<file path="src/rtl/hd_frame_ctrl_pkg.sv">
// Shared types, widths and arithmetic for the frame-level Hamming-distance controller.
package hd_pkg;

  localparam int HD_WORD_W = 16;
  localparam int HD_POP_W  = 5;

  typedef enum logic [1:0] {
    ST_IDLE,
    ST_ISSUE,
    ST_WAIT,
    ST_DONE
  } hd_state_t;

  // Adds a popcount result to an accumulator of width acc_w (1..32), clamping at all-ones.
  function automatic logic [31:0] hd_sat_add(input logic [31:0]         acc,
                                             input logic [HD_POP_W-1:0] weight,
                                             input int unsigned         acc_w);
    logic [32:0] sum;
    logic [32:0] max_val;
    sum     = {1'b0, acc} + 33'(weight);
    max_val = (33'd1 << acc_w) - 33'd1;
    return (sum > max_val) ? max_val[31:0] : sum[31:0];
  endfunction

endpackage

</file>
<file path="src/rtl/hd_frame_ctrl.sv">
// Feeds XORed word pairs to an external popcount unit and accumulates a saturating
// per-frame Hamming distance, reported with a threshold-match flag.
import hd_pkg::*;

module hd_frame_ctrl #(
  parameter int FRAME_LEN = 8,
  parameter int ACC_W     = 8,
  parameter int CNT_W     = $clog2(FRAME_LEN + 1)
) (
  input  logic                 clk,
  input  logic                 rst,
  input  logic                 in_valid,
  output logic                 in_ready,
  input  logic [HD_WORD_W-1:0] in_a,
  input  logic [HD_WORD_W-1:0] in_b,
  input  logic                 in_last,
  input  logic [ACC_W-1:0]     thresh,
  output logic                 hw_start,
  output logic [HD_WORD_W-1:0] hw_din,
  input  logic                 hw_vld,
  input  logic [HD_POP_W-1:0]  hw_weight,
  output logic                 out_valid,
  input  logic                 out_ready,
  output logic [ACC_W-1:0]     out_dist,
  output logic                 out_match,
  output logic [CNT_W-1:0]     out_words
);

  localparam logic [CNT_W-1:0] LAST_IDX = CNT_W'(FRAME_LEN - 1);

  hd_state_t        state;
  logic [ACC_W-1:0] acc;
  logic [ACC_W-1:0] thresh_q;
  logic [CNT_W-1:0] cnt;
  logic             last_q;
  logic             skip;

  // Gated by rst so no pair is accepted in a cycle that is being reset.
  assign in_ready  = (state == ST_IDLE) && !rst;
  // A start is only ever issued while the popcount unit reports idle.
  assign hw_start  = (state == ST_ISSUE) && hw_vld;
  assign out_valid = (state == ST_DONE);
  assign out_dist  = acc;
  assign out_match = (acc <= thresh_q);
  assign out_words = cnt;

  // NOTE: every state register here uses <= so all of them update from pre-edge values.
  always_ff @(posedge clk) begin
    if (rst) begin
      state    <= ST_IDLE;
      acc      <= '0;
      cnt      <= '0;
      thresh_q <= '0;
      hw_din   <= '0;
      last_q   <= 1'b0;
      skip     <= 1'b0;
    end else begin
      case (state)
        ST_IDLE: begin
          if (in_valid) begin
            hw_din <= in_a ^ in_b;
            last_q <= in_last || (cnt == LAST_IDX);
            cnt    <= cnt + CNT_W'(1);
            if (cnt == '0) begin
              thresh_q <= thresh;
              acc      <= '0;
            end
            state <= ST_ISSUE;
          end
        end
        ST_ISSUE: begin
          if (hw_vld) begin
            skip  <= 1'b1;
            state <= ST_WAIT;
          end
        end
        ST_WAIT: begin
          // hw_vld may still read as idle in the cycle right after the start pulse.
          if (skip) begin
            skip <= 1'b0;
          end else if (hw_vld) begin
            acc   <= ACC_W'(hd_sat_add(32'(acc), hw_weight, ACC_W));
            state <= last_q ? ST_DONE : ST_IDLE;
          end
        end
        ST_DONE: begin
          if (out_ready) begin
            cnt   <= '0;
            state <= ST_IDLE;
          end
        end
        default: state <= ST_IDLE;
      endcase
    end
  end

endmodule

</file>
<file path="config.mk">
export PLATFORM = sky130hd
export DESIGN_NAME = hd_frame_ctrl
export DESIGN_NICKNAME = d
export VERILOG_FILES = /design/src/rtl/hd_frame_ctrl_pkg.sv /design/src/rtl/hd_frame_ctrl.sv
export SDC_FILE = /design/constraint.sdc
export NUM_CORES = 1
export LEC_CHECK = 0
export BUFFER_PORTS_ARGS = -buffer_cell sky130_fd_sc_hd__buf_4
export CORE_ASPECT_RATIO = 1.4
export CORE_UTILIZATION = 40
export CTS_CLUSTER_DIAMETER = 40
export DETAILED_ROUTE_END_ITERATION = 16
export PLACE_DENSITY = 0.7
export SYNTH_ARGS = -nofsm -noshare
export SYNTH_HDL_FRONTEND = slang
export SYNTH_SLANG_ARGS = --single-unit
</file>
<file path="constraint.sdc">
create_clock -name clk -period 1.7 [get_ports clk]
set_input_delay 0.34 -clock clk [delete_from_list [all_inputs] [get_ports clk]]
set_output_delay 0.34 -clock clk [all_outputs]
set_load 0.01 [all_outputs]
</file>
==> metrics.md <==
| Metric | Value |
|---|---|
| Syn_area_per_cell | about 8.6 sq um |
| Area share of the largest cell type after synthesis | roughly two fifths |
| First-pass GRT wire length | 7.96 mm |
| Crit Path Class | flop to primary output |
| Most common cell after layout, fill and taps aside | buf_4 |
| CP cell instances | inv_2 -> ha_4 -> a21o_1 -> a21oi_2 -> nor2b_1 -> o22ai_1 -> o31a_1 -> buf_4 |
| Reg2Reg Depth | 8 |
| CP arrival | 1690 ps |
| Number of synthesized flops with an enable pin | 0 |
| Worst hold path stage count | 3 |
| H-Tree Depth | 2 |
| Hold WC Path Type | input pin to flop |
| Netlist cell types | approximately 40 |
| Buffers on Ports | between 80 and 90 |
| Vias in the first global route | 1867 |
| Reg clk slew, reported paths | 80 ps |
| DIE WIDTH | roughly 63 um |
| Grt total ovfl | 0 |
| Netlist Area Pre-Place | 2100 sq um |
| Initial antenna violation count | 0 |
| PD cells | approximately 720 nW/um^2 |
| Syn. warnings | 0 |
| Top FF cell, synth | dfxtp_1 |
| Wire length per cell | 12.1 um |
| Critical Path Slowest Stage Cell | dfxtp_2 |
| Final core utilization | 61.6% |
| I/O pin cnt | 83 |
| Fin nets | 407 |
| Clock Latency Late Sink | between 200 and 300 ps |
| Placer Congestion | 0.817 |
| Mapped Cells | 245 |
| DRT Pass-1 Iters | 4 |
| Syn Nets | 312 |
| Max Clk Rate | 492 MHz |
| Synth area leaders | dfxtp_1 (38%), ha_1 (8.9%), xnor2_1 (7.5%), a211oi_1 (6.4%), nor2_1 (6.1%) |
| Post-synth ARST share | 0% |
| CTS tree | done |
| Fin. Hold Viols | 0 |
| Antenna viol nets, final | 0 |
| Setup ws final | -334 ps |
| Vias per cell | 5.04 |
| Critical Path Sink Type | primary output |
| HPWL Detailed | roughly 3.8 mm |
| Tmin final | 2030 ps |
| DR DRC count | 0 |
| Post-synthesis sequential area ratio | 38.1% |
| Failing checks | setup timing |
| CTS Buf Count | 5 |
| DR iter-0 viols | ~110 |
| Area of the core | 4950 sq um |
| Status | finished, violations left |
| # setup viols final | 7 |
| N_diodes | 0 |
| Slowest stage delay, CP | between 300 and 400 ps |
| Area grow syn2layout | 45.2% |
| Clock Skew | 6.56 ps |
| Via count | between 2000 and 2500 |
| Pre-CTS setup slack | -139 ps |
| GR Util All Layers | 18.1% |
| Clock Tree Root | clkbuf_8 |
| Routed wire length | 4.91 mm |
| Nature of the critical path startpoint | flop |
| Die area | 5550 sq um |
| Die height | 87.8 um |
| Largest area contributor in the netlist | dfxtp_1 |
| Num Clock Sinks | 40 |
| Max clock buf depth | 2 |
| Least-Margin Pin Slew | around 280 ps |
| #FFs+latches synth | 40 |
| Max Cap Violations | 0 |
| Final setup TNS | -587 ps |
| Critical path required time | roughly 1400 ps |
| Worst VDD drop | 421 uV |
| Pin count of the biggest net entering global routing | 27 |
| Final period utilization | 120% |
| Worst-path fanout max | 2 |
| Proportion of layout cells with a drive suffix above 1 | 37.5% |
| Leak | ~1.4 nW |
| Unrepaired setup endpoints after global routing | true |
| Starting Density | 42.4% |
| Worst slew margin | approximately four fifths |
| Final Slew Violations | 0 |
| Commonest cells after routing, fill and taps aside | buf_4 (100), dfxtp_1 (35), nor2_1 (34) |
| Num rows | 30 |
| Hold buffers post-CTS | 0 |
## registers in the layout, indices dropped and copies added, names as in the netlist
signal	flops
hw_din	16
out_dist	8
thresh_q	8
out_words	4
state	2
last_q	1
skip	1
## final timing paths
path | startpoint | end | slack (ps)
max reg2reg | out_dist[0] | out_dist[0] | -50
max | thresh_q[5] | out_match | -330
min | thresh[1] | thresh_q[1] | 280
min reg2reg | thresh_q[4] | thresh_q[4] | 460
## cell usage after synthesis (4+ instances only)
cell type  number
xnor2_1        18
a211oi_1       18
inv_1          19
a21oi_1        19
nor2_1         34
dfxtp_1        40
nand2_1        20
clkbuf_1        8
ha_1           15
buf_2           4
## power by group
| group | total (mW) | internal, mW | switching [mW] |
|---|---|---|---|
| clock | 0.607 | 0.288 | 0.319 |
| sequential | 1.05 | 1.00 | 0.0449 |
| combinational | 0.551 | 0.298 | 0.254 |
## through the flow
step                      hold WS [ps]  power [mW]  instance area (sq um)  cells
after floorplan                    436        1.35                   2140    245
after global placement             442        1.60                   2920    396
after detailed placement           448        1.61                   2920    396
after CTS                          273        2.23                   3040    404
after global routing               295        2.33                   3050    405
final                              281        2.21                   3050    405
## kinds of logic after synthesis
| kind of cell | share of synthesized area [%] |
|---|---|
| fa+ha+maj | 9.88 |
| xor+xnor | 8.33 |
| mux | 1.55 |
| simple gates | 18.2 |
| flops | 38.1 |
| compound gates | 18.2 |
| buf+inv | 5.77 |
## critical path, delay by kind of cell, from the launching register on
kind / cells / cell delay, ps
compound gates: 4 / 610
fa+ha+maj: 1 / 200
buf+inv: 2 / 170
simple gates: 1 / 60
flops: 1 / 350
## layer usage
metal / global-route usage, % / vias up / share of wire, %
met1: 19.0 / 928 / 39
li1: - / 1034 / -
met5: 0 / - / 0
met3: 5.86 / 8 / 7.6
met2: 33.2 / 73 / 51
met4: 7.64 / 0 / 1.7
## cell type report
type	instances	area, sq um
Tap cell	64	80.1
Inverter	19	71.3
Multi-Input combinational cell	174	1260
Clock buffer	7	76.3
Timing Repair Buffer	100	751
Sequential cell	40	810
Fill cell	456	1900
Clock inverter	1	5.00
## timing repair
item / CTS / global route
resized for setup: 11 / 2
pin swaps: 4 / 3
setup buffers: 0 / 1
endpoints found under the setup margin: 7 / 9
hold endpoints to repair: 0 / 0
Power figures use the tool's default switching activity.
